`src/rtl/dispatch_pkg.sv`:
```
// Shared decode constants and instruction classification for the dispatch stage.
package dispatch_pkg;

  localparam logic [6:0] OP_RTYPE  = 7'b0110011;
  localparam logic [6:0] OP_BRANCH = 7'b1100011;
  localparam logic [6:0] F7_ADD    = 7'b0000000;
  localparam logic [6:0] F7_MUL    = 7'b0000001;
  localparam logic [2:0] F3_ZERO   = 3'b000;

  typedef enum logic [1:0] {CLS_NOP, CLS_ADD, CLS_MUL, CLS_BEQ} instr_class_e;

  function automatic instr_class_e decode_class(input logic [31:0] instr);
    instr_class_e cls;
    cls = CLS_NOP;
    if (instr[6:0] == OP_RTYPE && instr[14:12] == F3_ZERO) begin
      if (instr[31:25] == F7_ADD)      cls = CLS_ADD;
      else if (instr[31:25] == F7_MUL) cls = CLS_MUL;
    end else if (instr[6:0] == OP_BRANCH && instr[14:12] == F3_ZERO) begin
      cls = CLS_BEQ;
    end
    return cls;
  endfunction

endpackage

```
`src/rtl/dispatch_slot_pick.sv`:
```
// Picks the lowest-index free RS slots, one per requesting lane rank, in rank order.
module dispatch_slot_pick #(
  parameter  int WIDTH    = 2,
  parameter  int RS_DEPTH = 4,
  localparam int CNTW     = $clog2(WIDTH + 1),
  localparam int SLOTW    = $clog2(RS_DEPTH)
) (
  input  logic [RS_DEPTH-1:0]          busy,
  input  logic [CNTW-1:0]              req,
  output logic [WIDTH-1:0][SLOTW-1:0]  slot,
  output logic [WIDTH-1:0]             found
);

  logic [RS_DEPTH-1:0] taken;

  always_comb begin
    taken = busy;
    slot  = '0;
    found = '0;
    for (int k = 0; k < WIDTH; k++) begin
      for (int s = 0; s < RS_DEPTH; s++) begin
        if (!found[k] && !taken[s] && k < int'(req)) begin
          found[k] = 1'b1;
          slot[k]  = SLOTW'(s);
          taken[s] = 1'b1;
        end
      end
    end
  end

endmodule

```
`src/rtl/dispatch_stage.sv`:
```
// N-wide in-order dispatch: decode, RS/ROB hazard check, tag/ROB allocation, intra-group RAW.
// Optional DISPATCH_STATS_EN adds saturating dispatched-lane and stall-cycle counters.
module dispatch_stage
  import dispatch_pkg::*;
#(
  parameter  int WIDTH     = 2,
  parameter  int RS_DEPTH  = 4,
  parameter  int ROB_DEPTH = 8,
  localparam int TAGW      = 1 + $clog2(RS_DEPTH),
  localparam int ROBW      = $clog2(ROB_DEPTH),
  localparam int CNTW      = $clog2(WIDTH + 1),
  localparam int SLOTW     = $clog2(RS_DEPTH)
) (
  input  logic                   clk,
  input  logic                   rst_n,
  input  logic                   flush,
  input  logic [WIDTH-1:0]       iq_valid,
  input  logic [WIDTH*32-1:0]    iq_instr,
  output logic [CNTW-1:0]        iq_pop,
  input  logic [RS_DEPTH-1:0]    add_rs_busy,
  input  logic [RS_DEPTH-1:0]    mul_rs_busy,
  input  logic [ROBW:0]          rob_free_count,
  input  logic [ROBW-1:0]        rob_alloc_idx,
  output logic [WIDTH-1:0]       disp_valid,
  output logic [WIDTH*5-1:0]     disp_rs1,
  output logic [WIDTH*5-1:0]     disp_rs2,
  output logic [WIDTH*5-1:0]     disp_rd,
  output logic [WIDTH*TAGW-1:0]  disp_tag,
  output logic [WIDTH-1:0]       disp_src1_fwd,
  output logic [WIDTH-1:0]       disp_src2_fwd,
  output logic [WIDTH*TAGW-1:0]  disp_src1_tag,
  output logic [WIDTH*TAGW-1:0]  disp_src2_tag,
  output logic [WIDTH-1:0]       disp_is_branch,
  output logic [WIDTH*ROBW-1:0]  disp_rob_idx,
  output logic [RS_DEPTH-1:0]    add_alloc,
  output logic [RS_DEPTH-1:0]    mul_alloc
`ifdef DISPATCH_STATS_EN
  ,
  output logic [31:0]            stat_dispatched,
  output logic [31:0]            stat_stall_cycles
`endif
);

  typedef logic [TAGW-1:0] tag_t;
  typedef logic [ROBW-1:0] rob_idx_t;

  instr_class_e cls [WIDTH];
  logic [CNTW-1:0] add_req, mul_req;
  logic [WIDTH-1:0][SLOTW-1:0] add_slot, mul_slot;
  logic [WIDTH-1:0] add_found, mul_found;

  always_comb begin
    add_req = '0;
    mul_req = '0;
    for (int i = 0; i < WIDTH; i++) begin
      cls[i] = decode_class(iq_instr[i*32 +: 32]);
      if (iq_valid[i] && (cls[i] == CLS_ADD || cls[i] == CLS_BEQ)) add_req = add_req + CNTW'(1);
      if (iq_valid[i] && cls[i] == CLS_MUL) mul_req = mul_req + CNTW'(1);
    end
  end

  dispatch_slot_pick #(.WIDTH(WIDTH), .RS_DEPTH(RS_DEPTH)) u_add_pick (
    .busy(add_rs_busy), .req(add_req), .slot(add_slot), .found(add_found)
  );

  dispatch_slot_pick #(.WIDTH(WIDTH), .RS_DEPTH(RS_DEPTH)) u_mul_pick (
    .busy(mul_rs_busy), .req(mul_req), .slot(mul_slot), .found(mul_found)
  );

  logic [WIDTH-1:0] nx_valid, nx_fwd1, nx_fwd2, nx_branch;
  logic [WIDTH-1:0][4:0] nx_rs1, nx_rs2, nx_rd;
  tag_t [WIDTH-1:0] nx_tag, nx_tag1, nx_tag2;
  rob_idx_t [WIDTH-1:0] nx_rob;
  logic [RS_DEPTH-1:0] nx_add_alloc, nx_mul_alloc;
  logic [CNTW-1:0] pop;
  logic [ROBW:0] n_disp;
  int n_add, n_mul;
  logic stall, ok;
  tag_t tag;
  logic [SLOTW-1:0] slot;
  logic [4:0] rs1, rs2, rd;

  // Lanes are scanned oldest first; the first lane that cannot proceed blocks all younger ones.
  always_comb begin
    nx_valid = '0; nx_fwd1 = '0; nx_fwd2 = '0; nx_branch = '0;
    nx_rs1 = '0; nx_rs2 = '0; nx_rd = '0;
    nx_tag = '0; nx_tag1 = '0; nx_tag2 = '0; nx_rob = '0;
    nx_add_alloc = '0; nx_mul_alloc = '0;
    pop = '0; n_disp = '0; n_add = 0; n_mul = 0;
    stall = 1'b0; ok = 1'b0; tag = '0; slot = '0;
    rs1 = '0; rs2 = '0; rd = '0;
    for (int i = 0; i < WIDTH; i++) begin
      rs1 = iq_instr[i*32+15 +: 5];
      rs2 = iq_instr[i*32+20 +: 5];
      rd  = (cls[i] == CLS_BEQ) ? 5'd0 : iq_instr[i*32+7 +: 5];
      if (!rst_n || flush || !iq_valid[i] || stall) begin
        stall = 1'b1;
      end else if (cls[i] == CLS_NOP) begin
        pop = pop + CNTW'(1);
      end else begin
        ok = 1'b0;
        slot = '0;
        for (int k = 0; k < WIDTH; k++) begin
          if (cls[i] == CLS_MUL && k == n_mul) begin
            ok = mul_found[k];
            slot = mul_slot[k];
          end else if (cls[i] != CLS_MUL && k == n_add) begin
            ok = add_found[k];
            slot = add_slot[k];
          end
        end
        tag = {cls[i] == CLS_MUL, slot};
        ok = ok && (rob_free_count > n_disp);
        if (!ok) begin
          stall = 1'b1;
        end else begin
          nx_valid[i]  = 1'b1;
          nx_tag[i]    = tag;
          nx_rob[i]    = rob_alloc_idx + n_disp[ROBW-1:0];
          nx_rs1[i]    = rs1;
          nx_rs2[i]    = rs2;
          nx_rd[i]     = rd;
          nx_branch[i] = (cls[i] == CLS_BEQ);
          // Ascending scan means the youngest older producer wins.
          for (int j = 0; j < i; j++) begin
            if (nx_valid[j] && nx_rd[j] != 5'd0) begin
              if (rs1 != 5'd0 && rs1 == nx_rd[j]) begin
                nx_fwd1[i] = 1'b1;
                nx_tag1[i] = nx_tag[j];
              end
              if (rs2 != 5'd0 && rs2 == nx_rd[j]) begin
                nx_fwd2[i] = 1'b1;
                nx_tag2[i] = nx_tag[j];
              end
            end
          end
          if (cls[i] == CLS_MUL) begin
            nx_mul_alloc[slot] = 1'b1;
            n_mul = n_mul + 1;
          end else begin
            nx_add_alloc[slot] = 1'b1;
            n_add = n_add + 1;
          end
          n_disp = n_disp + (ROBW+1)'(1);
          pop = pop + CNTW'(1);
        end
      end
    end
  end

  assign iq_pop = pop;

  always_ff @(posedge clk) begin
    if (!rst_n) begin
      disp_valid <= '0; disp_rs1 <= '0; disp_rs2 <= '0; disp_rd <= '0;
      disp_tag <= '0; disp_src1_fwd <= '0; disp_src2_fwd <= '0;
      disp_src1_tag <= '0; disp_src2_tag <= '0; disp_is_branch <= '0;
      disp_rob_idx <= '0; add_alloc <= '0; mul_alloc <= '0;
    end else begin
      disp_valid <= nx_valid; disp_rs1 <= nx_rs1; disp_rs2 <= nx_rs2; disp_rd <= nx_rd;
      disp_tag <= nx_tag; disp_src1_fwd <= nx_fwd1; disp_src2_fwd <= nx_fwd2;
      disp_src1_tag <= nx_tag1; disp_src2_tag <= nx_tag2; disp_is_branch <= nx_branch;
      disp_rob_idx <= nx_rob; add_alloc <= nx_add_alloc; mul_alloc <= nx_mul_alloc;
    end
  end

`ifdef DISPATCH_STATS_EN
  logic [32:0] disp_sum;
  assign disp_sum = {1'b0, stat_dispatched} + 33'($countones(nx_valid));

  always_ff @(posedge clk) begin
    if (!rst_n) begin
      stat_dispatched   <= '0;
      stat_stall_cycles <= '0;
    end else begin
      stat_dispatched <= disp_sum[32] ? 32'hFFFF_FFFF : disp_sum[31:0];
      if (iq_valid[0] && pop == '0 && stat_stall_cycles != 32'hFFFF_FFFF)
        stat_stall_cycles <= stat_stall_cycles + 32'd1;
    end
  end
`endif

endmodule
```
`config.mk`:
```
export PLATFORM = sky130hd
export DESIGN_NAME = dispatch_stage
export DESIGN_NICKNAME = d
export VERILOG_FILES = /design/src/rtl/dispatch_pkg.sv /design/src/rtl/dispatch_slot_pick.sv /design/src/rtl/dispatch_stage.sv
export SDC_FILE = /design/constraint.sdc
export NUM_CORES = 1
export LEC_CHECK = 0
export ABC_AREA = 1
export BUFFER_PORTS_ARGS = -buffer_cell sky130_fd_sc_hd__clkbuf_2
export CAP_MARGIN = 20
export CORE_MARGIN = 1
export CORE_UTILIZATION = 50
export CTS_CLUSTER_SIZE = 14
export DETAILED_ROUTE_END_ITERATION = 16
export GPL_TIMING_DRIVEN = 0
export PLACE_DENSITY = 0.85
export SLEW_MARGIN = 15
export SYNTH_ARGS = -nofsm -noshare
export SYNTH_HDL_FRONTEND = slang
export SYNTH_HIERARCHICAL = 1
export SYNTH_SLANG_ARGS = --single-unit
```
`constraint.sdc`:
```
create_clock -name clk -period 5.5 [get_ports clk]
set_clock_uncertainty 0.05 [all_clocks]
set_input_delay 0.55 -clock clk [delete_from_list [all_inputs] [get_ports clk]]
set_output_delay 0.55 -clock clk [all_outputs]
set_load 0.02 [all_outputs]
```
==> results by group, run 1 <==
Routing
  – # DRC: 0
  – Drt initial violations: 92
  – DRT Pass-1 Iters: 4
  – Highest metal used: met4
  – Met2 wire len: approximately 4.2 mm
  – WL met3: roughly 470 um
  – Met1 wire length: between 3 and 4 mm
  – Vias: 3,300
  – Wire per inst: roughly 11 um
  – Routed WL: between 7 and 8 mm
  – Avg Vias per Cell: ~4.6
  – Antenna-violating nets left: 0

Final layout
  – Fillers: between 500 and 600
  – Layout overhead on the synthesized area: 31.97%
  – Commonest non-fill, non-tap cell in the layout: clkbuf_2
  – ANT cells: 0
  – Layout cells sized above 1: between 30% and 40%
  – Commonest cells after routing, fill and taps aside: clkbuf_2 (147), nand2_1 (98), inv_1 (91)
  – Final core occ: 68.57%
  – Final nets: between 700 and 800

Power
  – Sequential group share of total power: around 49%
  – Maximum vdd ir drop: approximately 0.22 mV
  – P_int: 0.6950 mW
  – Power share of the combinational group: around 9%
  – Clk pwr share: between 40% and 50%
  – Net Switching: roughly 0.23 mW
  – Power density cells: approximately 210 nW/um2
  – Net Sw Frac: ~24%
  – Leak: ~2.6 nW

Yosys
  – Register area share after synthesis: 37.62%
  – Synthesis Warnings: 6
  – Area of the mapped netlist: approximately 3300 um2
  – Prevailing post-synth register cell: dfxtp_1
  – Mapped Cells: ~470
  – Cell variety after synth: 39
  – Syn avg cell area: about 7.1 um2
  – Post-synthesis register bit count: 62
  – FFs w/ async S/R, synth: 0%
  – EDFF count, synth: 0

Flow run
  – Max cap viols: 0

CTS
  – Clock transition at path regs: ~70 ps
  – Clk sink count: between 60 and 70
  – CTS tree: yes
  – Cts repair resizes: 0
  – Setup bufs post-CTS: 0
  – Htree depth: 3
  – Clk buf depth: 2
  – CTS root buffer: clkbuf_8
  – Num CTS Buffers: 9
  – Cts hold-fix bufs: 0

Worst setup path
  – Crit path cell chain: clkbuf_2, nand3b_1, a211oi_2, nand3_4, nor2_1, ha_1, inv_2, nand2_2, inv_1, a31oi_1, inv_1, nand4_2, nand3_4, nor2_4, ha_1, o21ai_0, nand2_1, inv_2, nand2_4, inv_1, ha_1, a22o_1, clkbuf_2
  – CP Buf/Inv Count: 7
  – Critical Path Start Type: input pin
  – WS Path Type: input pin to primary output
  – Slowest stage delay, CP: approximately 400 ps
  – Worst path slowest cell: a211oi_2
  – Nature of the critical path endpoint: primary output
  – Critical path's top delay family: simple AND/OR/NAND/NOR gates
  – Worst endpoint required time: between 4000 and 5000 ps
  – Critical Path Fanout Max: 9
  – Worst Setup SP: iq_instr[38]
  – CP Depth: 23
  – Critical Path End: iq_pop[0]
  – WP data arrival: approximately 4300 ps

STA
  – Slew @ Worst Pin: between 600 and 700 ps
  – Endpoints failing hold: 0
  – Max-slew violation count: 0
  – Tcrit/Tclk final: about nine tenths
  – RSZ-0062 raised after global routing: no
  – Final TNS setup: 0 ps
  – Relative slew slack: 56.31%
  – Worst Setup Slack, final: approximately 650 ps
  – Achievable frequency: between 0.2 and 0.25 GHz
  – Period minus WS final: slightly below 5000 ps
  – Final Setup Violations: 0

GRT
  – Vias in the first global route: roughly 3,300
  – First-pass GRT wire length: 13.92 mm
  – Largest net degree at the start of global routing: 13
  – Initial antenna violation count: 0
  – Grt ovf: 0
  – GRT Overall Usage: about a quarter

Outcome
  – Status: completed

Floorplanning
  – Site row count: 29
  – Initial Util: roughly half
  – Die X: roughly 83 um
  – Floorplan core area: around 6300 um2
  – Die Ht: ~83 um
  – I/O pin count: around 160
  – Die Area: 6928 um2

Place
  – Post-place setup slack: roughly 640 ps
  – Hpwl dp: 6.599 mm
  – GP Congestion: about 0.9
  – IO buf count: ~150

Worst hold path
  – Worst Hold Class: input pin to flop
cell families after synthesis:
group | Yosys count | synth area share, %
adder cells (fa/ha/maj) | 6 | 2.275
other | 1 | 0.1137
XOR/XNOR | 1 | 0.2655
flip-flops | 62 | 37.62
buffers and inverters | 116 | 14.64
AND/OR/NAND/NOR | 260 | 40.24
AO/OA/AOI/OAI | 21 | 4.854
registers in the layout (all words and copies together), names as in the netlist, 2 cells and up:
| name | count |
|---|---|
| disp_rs1 | 10 |
| disp_src2_tag | 3 |
| add_alloc | 4 |
| disp_tag | 6 |
| disp_rob_idx | 6 |
| disp_is_branch | 2 |
| disp_valid | 2 |
| disp_rs2 | 10 |
| mul_alloc | 4 |
| disp_src1_tag | 3 |
| disp_rd | 10 |
synth_stat cells (3+ instances only):
master / number / share of area (%)
nand3b_1: 4 / 0.91
nor2_2: 13 / 2.5
nand3_1: 24 / 3.6
nor2_8: 4 / 2.4
nand2_2: 9 / 1.7
inv_2: 13 / 1.5
nand3_4: 3 / 1.6
a21oi_1: 3 / 0.45
dfxtp_1: 62 / 38
o21ai_0: 7 / 1.1
nor2_4: 3 / 1.0
inv_1: 91 / 10
nor3_1: 4 / 0.61
ha_1: 6 / 2.3
nand4_1: 5 / 0.95
nand3_2: 9 / 2.7
nand2_1: 98 / 11
nor2_1: 74 / 8.4
buf_4: 8 / 1.8
worst min-delay path, cell delays in order:
cell and delay (ps):
clkbuf_2 80, inv_1 40, nor2_1 30
power groups by stage:
stage	clock network, mW	registers, mW	logic, mW
global route	0.423	0.448	0.0930
CTS	0.396	0.449	0.0821
floorplan	0	0.459	0.0409
detailed placement	0	0.459	0.0815
finish	0.389	0.449	0.0823
global placement	0	0.459	0.0785
final cells by class:
class                      count  area, um2  area share [%]
clock inverter                 7      72.57           1.667
timing repair buffer         147      735.7           16.90
tap                           77      96.34           2.213
clock buffer                   9      123.9           2.845
buffer                        11      86.33           1.983
sequential                    62       1241           28.51
inverter                     105      396.6           9.109
multi-input combinational    296       1602           36.78
worst min path at each step:
stage            startpoint  slack [ps]  cells past startpoint         end
6_report       iq_instr[42]         350                      3  disp_rd[8]
5_1_grt        iq_instr[40]         350                      3  disp_rd[6]
4_1_cts        iq_instr[41]         340                      3  disp_rd[7]
3_5_place_dp   iq_instr[41]         700                      3  disp_rd[7]
3_3_place_gp   iq_instr[40]         700                      3  disp_rd[6]
2_1_floorplan  iq_instr[39]         610                      2  disp_rd[5]
metal layers:
layer / up-vias / global-route usage, %
li1: 1722 / -
met1: 1435 / 27.10
met2: 130 / 46.57
met3: 13 / 5.169
met4: 0 / 8.934
met5: - / 0
through the flow:
stage,total power [mW],hold WS (ps),std cells,cell area [um2]
finish,0.9203,354.4,714,4354
global placement,0.5375,698.6,698,4158
detailed placement,0.5405,701.5,698,4158
floorplan,0.4999,612.2,474,3326
CTS,0.9270,341.6,714,4354
global route,0.9640,346.7,714,4354
No activity file was read; power rests on OpenSTA's default activity.
==> run 2, diff against run 1 <==
--- a/config.mk
+++ b/config.mk
@@ -8,7 +8,7 @@
 export ABC_AREA = 1
 export BUFFER_PORTS_ARGS = -buffer_cell sky130_fd_sc_hd__clkbuf_2
 export CAP_MARGIN = 20
-export CORE_MARGIN = 1
+export CORE_MARGIN = 8
 export CORE_UTILIZATION = 50
 export CTS_CLUSTER_SIZE = 14
 export DETAILED_ROUTE_END_ITERATION = 16
==> results by group, run 2 (synthesis results as in run 1) <==
GRT
  – First-pass GRT wire length: 14.40 mm (+3.5%)
  – GRT Overall Usage: 18.17% (-6.6 points)
  – Vias in the first global route: 3,367 (+3.4%)
  – Initial antenna violation count: 0 (unchanged)
  – Grt ovf: 0 (unchanged)
  – Largest net degree at the start of global routing: 13 (unchanged)

Place
  – Post-place setup slack: 515.6 ps (-123.0 ps)
  – Hpwl dp: 7.482 mm (+13%)
  – Inst Count DP: 698 (unchanged)
  – GP Congestion: 0.8488 (-4.7%)
  – IO buf count: 147 (unchanged)
  – Cell Area, Placed: 4158 um2 (unchanged)

Final layout
  – ANT cells: 0 (unchanged)
  – Final Non-Filler Cells: 714 (unchanged)
  – Post-route cell area: 4330 um2 (-0.55%)
  – Commonest cells after routing, fill and taps aside: clkbuf_2 (147), nand2_1 (98), inv_1 (91)
  – Final nets: 722 (unchanged)
  – Final core occ: 68.20% (-0.37 points)
  – Layout cells sized above 1: 37.68% (unchanged)
  – Layout overhead on the synthesized area: 31.25%
  – Commonest non-fill, non-tap cell in the layout: clkbuf_2
  – Biggest regs: disp_rd x10, disp_rs1 x10, disp_rs2 x10

CTS
  – CTS tree: yes
  – Htree depth: 3 (unchanged)
  – Cts repair resizes: 0 (unchanged)
  – Cts hold-fix bufs: 0 (unchanged)
  – Num CTS Buffers: 9 (unchanged)
  – CTS root buffer: clkbuf_8
  – Clk buf depth: 2 (unchanged)
  – Setup bufs post-CTS: 0 (unchanged)
  – Clk sink count: 62 (unchanged)
  – Clock transition at path regs: 70 ps (about the same)

Floorplanning
  – Die Ht: 97.24 um (+17%)
  – Floorplan core area: 6350 um2 (unchanged)
  – Initial Util: 51.96% (unchanged)
  – I/O pin count: 156 (unchanged)
  – Die X: 97.24 um (+17%)
  – Die Area: 9455 um2 (+36%)
  – Site row count: 29 (unchanged)

STA
  – Relative slew slack: 57.40% (+1.1 points)
  – Worst Setup Slack, final: 546.4 ps (-105.8 ps)
  – RSZ-0062 raised after global routing: no
  – Max-slew violation count: 0 (unchanged)
  – Tcrit/Tclk final: 90.07% (+1.9 points)
  – Achievable frequency: 0.2019 GHz (-2.1%)
  – Period minus WS final: 4954 ps (+105.8 ps)
  – Slew @ Worst Pin: 632.3 ps (-16.25 ps)
  – Fin Hold WS: 357.4 ps (+3.044 ps)
  – Final TNS setup: 0 ps (unchanged)
  – Final Setup Violations: 0 (unchanged)
  – Endpoints failing hold: 0 (unchanged)

Routing
  – Vias: 3,285 (-0.45%)
  – Wire per inst: 12.16 um (+9.5%)
  – Avg Vias per Cell: 4.601 (-0.45%)
  – Drt initial violations: 71 (-23%)
  – Met1 wire length: 3.642 mm (+15%)
  – DRT Pass-1 Iters: 4 (unchanged)
  – Routed WL: 8.681 mm (+9.5%)
  – Antenna-violating nets left: 0 (unchanged)
  – Highest metal used: met4
  – WL met3: 622 um (+31%)
  – # DRC: 0 (unchanged)
  – Met2 wire len: 4.240 mm (+2.0%)

Flow run
  – Max cap viols: 0 (unchanged)

Power
  – Power density cells: 201.3 nW/um2 (-4.7%)
  – Maximum vdd ir drop: 0.2426 mV (+9.8%)
  – Tot Pwr: 0.8719 mW (-5.3%)
  – Leak: 2.568 nW (-0.23%)

Outcome
  – Status: completed

Worst setup path
  – Nature of the critical path endpoint: primary output
  – Critical Path Fanout Max: 9 (unchanged)
  – WS Path Type: input pin to primary output
  – Worst endpoint required time: 4900 ps (about the same)
  – Critical Path Start Type: input pin
  – WP data arrival: 4350 ps (+100 ps)

Worst hold path
  – Worst Hold Class: input pin to flop
-- run 2: changes by cell type in the layout (fill, tap and decap cells not counted) --
cell and delta:
clkinv_2 +1, inv_6 +1, bufinv_16 -1, clkinvlp_4 -1
-- run 2: final timing paths --
| path | to | start | slack, ps | depth (start not counted) |
|---|---|---|---|---|
| max | iq_pop[0] | iq_instr[38] | 550 | 23 |
| min | disp_rd[5] | iq_instr[39] | 360 | 3 |
-- run 2: report_power, final --
part	switching (mW)	total, mW	leakage (nW)	internal [mW]
sequential	0.0000000373	0.449	0.499	0.449
clock	0.177	0.342	0.0898	0.164
combinational	0.0446	0.0814	1.98	0.0368
total	0.222	0.872	2.57	0.650
-- run 2: area by class of cell --
| type | instances | area (um2) |
|---|---|---|
| Fill cell | 549 | 2019 |
| Multi-Input combinational cell | 296 | 1602 |
| Sequential cell | 62 | 1241 |
| Timing Repair Buffer | 147 | 735.7 |
| Inverter | 105 | 396.6 |
| Clock buffer | 9 | 123.9 |
| Tap cell | 77 | 96.34 |
| Buffer | 11 | 86.33 |
| Clock inverter | 7 | 48.80 |
-- run 2: critical path: stages --
cell      delay, ps
clkbuf_2         90
nand3b_1        230
a211oi_2        410
nand3_4         200
nor2_1          130
ha_1            210
inv_2            60
nand2_2          90
inv_1            60
a31oi_1         280
inv_1            90
nand4_2         160
nand3_4         120
nor2_4          250
ha_1            290
o21ai_0         200
nand2_1          90
inv_2            90
nand2_4          70
inv_1            70
ha_1            230
a22o_1          200
clkbuf_2        160
-- run 2: routing by layer --
| layer | GRT usage [%] | up-vias |
|---|---|---|
| met5 | 0 | - |
| met3 | 5.690 | 16 |
| met1 | 19.54 | 1412 |
| met4 | 7.576 | 0 |
| met2 | 32.08 | 127 |
| li1 | - | 1730 |
==> run 3, diff against run 2 <==
--- a/config.mk
+++ b/config.mk
@@ -5,11 +5,10 @@
 export SDC_FILE = /design/constraint.sdc
 export NUM_CORES = 1
 export LEC_CHECK = 0
-export ABC_AREA = 1
 export BUFFER_PORTS_ARGS = -buffer_cell sky130_fd_sc_hd__clkbuf_2
 export CAP_MARGIN = 20
 export CORE_MARGIN = 8
-export CORE_UTILIZATION = 50
+export CORE_UTILIZATION = 48
 export CTS_CLUSTER_SIZE = 14
 export DETAILED_ROUTE_END_ITERATION = 16
 export GPL_TIMING_DRIVEN = 0
==> results by group, run 3 <==
Outcome
  – Status: completed

Yosys
  – Most frequent cell after synthesis: dfxtp_1
  – Register area share after synthesis: 42.93% (+5.3 points)
  – Syn avg cell area: 9.358 um2 (+32%)
  – EDFF count, synth: 0 (unchanged)
  – Area of the mapped netlist: 2892 um2 (-12%)
  – Synthesis Warnings: 6 (unchanged)
  – Prevailing post-synth register cell: dfxtp_1
  – Cell variety after synth: 61 (+56%)
  – Post-synth top area share: 42.93% (+5.3 points)
  – Post-synthesis register bit count: 62 (unchanged)
  – FFs w/ async S/R, synth: 0% (unchanged)
  – Synth top area cells: dfxtp_1 (43%), and2_1 (8.2%), nor2_1 (2.7%)
  – Mapped Cells: 309 (-34%)
  – Synth area leader: dfxtp_1
  – Post-synth top cells: dfxtp_1 (62), and2_1 (38), nor2_1 (21)

CTS
  – Num CTS Buffers: 9 (unchanged)
  – CTS root buffer: clkbuf_8
  – CTS tree: yes
  – Clk buf depth: 2 (unchanged)
  – Htree depth: 3 (unchanged)
  – Clk sink count: 62 (unchanged)
  – Clock transition at path regs: 70 ps (about the same)

Final layout
  – FF/Latch Area: 1241 um2 (unchanged)
  – Multi-input gate area: 1569 um2 (-2.0%)
  – Biggest regs: disp_rd x10, disp_rs1 x10, disp_rs2 x10
  – Final Non-Filler Cells: 557 (-22%)
  – Commonest non-fill, non-tap cell in the layout: clkbuf_2
  – Layout cells sized above 1: 43.15% (+5.5 points)
  – Final nets: 567 (-21%)
  – ANT cells: 0 (unchanged)
  – Layout overhead on the synthesized area: 39.38%
  – Commonest cells after routing, fill and taps aside: clkbuf_2 (145), dfxtp_1 (62), and2_1 (38)
  – Fillers: 493 (-10%)

Worst setup path
  – Nature of the critical path endpoint: primary output
  – Critical Path Start Type: input pin
  – WS Path Type: input pin to primary output
  – Critical Path Fanout Max: 10 (+1)
  – Worst endpoint required time: 4900 ps (about the same)
  – WP data arrival: 4600 ps (+250 ps)

Routing
  – Avg Vias per Cell: 5.129 (+11%)
  – Routed WL: 8.531 mm (-1.7%)
  – DRT Pass-1 Iters: 5 (+1)
  – Antenna-violating nets left: 0 (unchanged)
  – # DRC: 0 (unchanged)
  – Vias: 2,857 (-13%)
  – Wire per inst: 15.32 um (+26%)
  – Drt initial violations: 126 (+77%)

Place
  – GP Congestion: 0.8826 (+4.0%)
  – IO buf count: 145 (-1.4%)
  – Hpwl dp: 6.883 mm (-8.0%)
  – Inst Count DP: 536 (-23%)

Floorplanning
  – Die Area: 8764 um2 (-7.3%)
  – Floorplan core area: 5886 um2 (-7.3%)
  – Site row count: 28 (-3.4%)
  – Initial Util: 49.13% (-2.8 points)
  – Die Ht: 93.62 um (-3.7%)
  – Die X: 93.62 um (-3.7%)
  – I/O pin count: 156 (unchanged)

STA
  – Achievable frequency: 0.1922 GHz (-4.8%)
  – Period minus WS final: 5202 ps (+248.5 ps)
  – Final TNS setup: 0 ps (unchanged)
  – Fin Hold WS: 365.3 ps (+7.889 ps)
  – Max-slew violation count: 0 (unchanged)
  – Relative slew slack: 33.46% (-24 points)
  – Tcrit/Tclk final: 94.58% (+4.5 points)
  – Final Setup Violations: 0 (unchanged)
  – Slew @ Worst Pin: 985.1 ps (+352.8 ps)
  – Endpoints failing hold: 0 (unchanged)

GRT
  – Grt ovf: 0 (unchanged)
  – First-pass GRT wire length: 12.88 mm (-11%)
  – Initial antenna violation count: 0 (unchanged)
  – GRT Overall Usage: 18.37% (+0.20 points)
  – Largest net degree at the start of global routing: 17 (+4)
  – Vias in the first global route: 2,828 (-16%)

Flow run
  – Max cap viols: 0 (unchanged)

Worst hold path
  – Worst Hold Class: input pin to flop

Power
  – Power density cells: 227.2 nW/um2 (+13%)
  – Maximum vdd ir drop: 0.2009 mV (-17%)
  – Leak: 1.976 nW (-23%)
  – Tot Pwr: 0.9155 mW (+5.0%)
[run 3: cell types whose count changed after synthesis, sizes merged, moves of 6 or more]
| cell | before | now |
|---|---|---|
| nand2 | 109 | 16 |
| o22ai | 0 | 6 |
| nor3 | 4 | 10 |
| nor3b | 1 | 7 |
| nor2 | 94 | 21 |
| nand3 | 36 | 9 |
| inv | 105 | 13 |
| and2 | 0 | 40 |
| and3 | 0 | 8 |
[run 3: final timing paths]
kind	from	endpoint	slack [ps]	cells past startpoint
max	iq_instr[13]	iq_pop[0]	300	21
min	iq_instr[24]	disp_rs2[4]	370	2
[run 3: layout make-up]
cell class                 count  share of cell area (%)
clock inverter                 7                   1.801
buffer                        14                   2.422
sequential                    62                   30.80
timing repair buffer         151                   19.12
clock buffer                   9                   3.074
tap                           75                   2.328
multi-input combinational    225                   38.93
inverter                      14                   1.521
[run 3: kinds of logic after synthesis]
| family | count (synthesis) | synth area share [%] |
|---|---|---|
| DFF | 62 | 42.93 |
| other | 1 | 0.1297 |
| xor gates and xnor gates | 8 | 2.423 |
| muxes | 5 | 1.774 |
| adders and majority gates | 8 | 3.375 |
| and+or+nand+nor | 145 | 30.38 |
| AOI/OAI and AO/OA | 51 | 13.50 |
| buffers and inverters | 29 | 5.495 |
[run 3: repair_timing]
| item | CTS | global route |
|---|---|---|
| setup buffers | 0 | 6 |
| resized for setup | 5 | 6 |
| hold buffers | 0 | 0 |
| setup endpoints to repair | 13 | 2 |
| pin swaps | 1 | 3 |
[run 3: through the flow]
stage | utilization [%] | setup slack (ps) | instance area [um2]
floorplan | - | 211.7 | 2918
global placement | 63.50 | -740.1 | 3737
detailed placement | 63.50 | -942.0 | 3737
CTS | 67.24 | 23.30 | 3958
global route | 68.47 | -33.01 | 4030
finish | 68.47 | 297.9 | 4030
[run 3: critical path, cell delays in order]
cell and delay (ps):
clkbuf_2 80, nor4b_2 420, nand4_4 260, nor2_4 220, and2_1 160, ha_1 210
nor2_1 80, a31oi_2 290, nand2_1 80, or4_1 430, buf_6 170, and2_2 230
clkinvlp_4 110, ha_1 220, o21ai_1 150, o21a_1 190, and2_1 160, ha_1 130
nand2_1 50, a21oi_1 180, clkbuf_2 200
[run 3: layer usage]
metal | wire length, um | global-route usage [%] | vias up | share of wire, %
li1 | - | - | 1432 | -
met2 | 4290 | 32.90 | 128 | 50
met3 | 941 | 8.013 | 11 | 11
met1 | 3183 | 18.61 | 1286 | 37
met5 | 0 | 0 | - | 0
met4 | 116 | 6.209 | 0 | 1.4
[run 3: report_power, final]
| part | internal, mW | switching, mW | total, mW |
|---|---|---|---|
| clock | 0.209 | 0.174 | 0.383 |
| combinational | 0.0407 | 0.0428 | 0.0835 |
| sequential | 0.449 | 0.0000000164 | 0.449 |
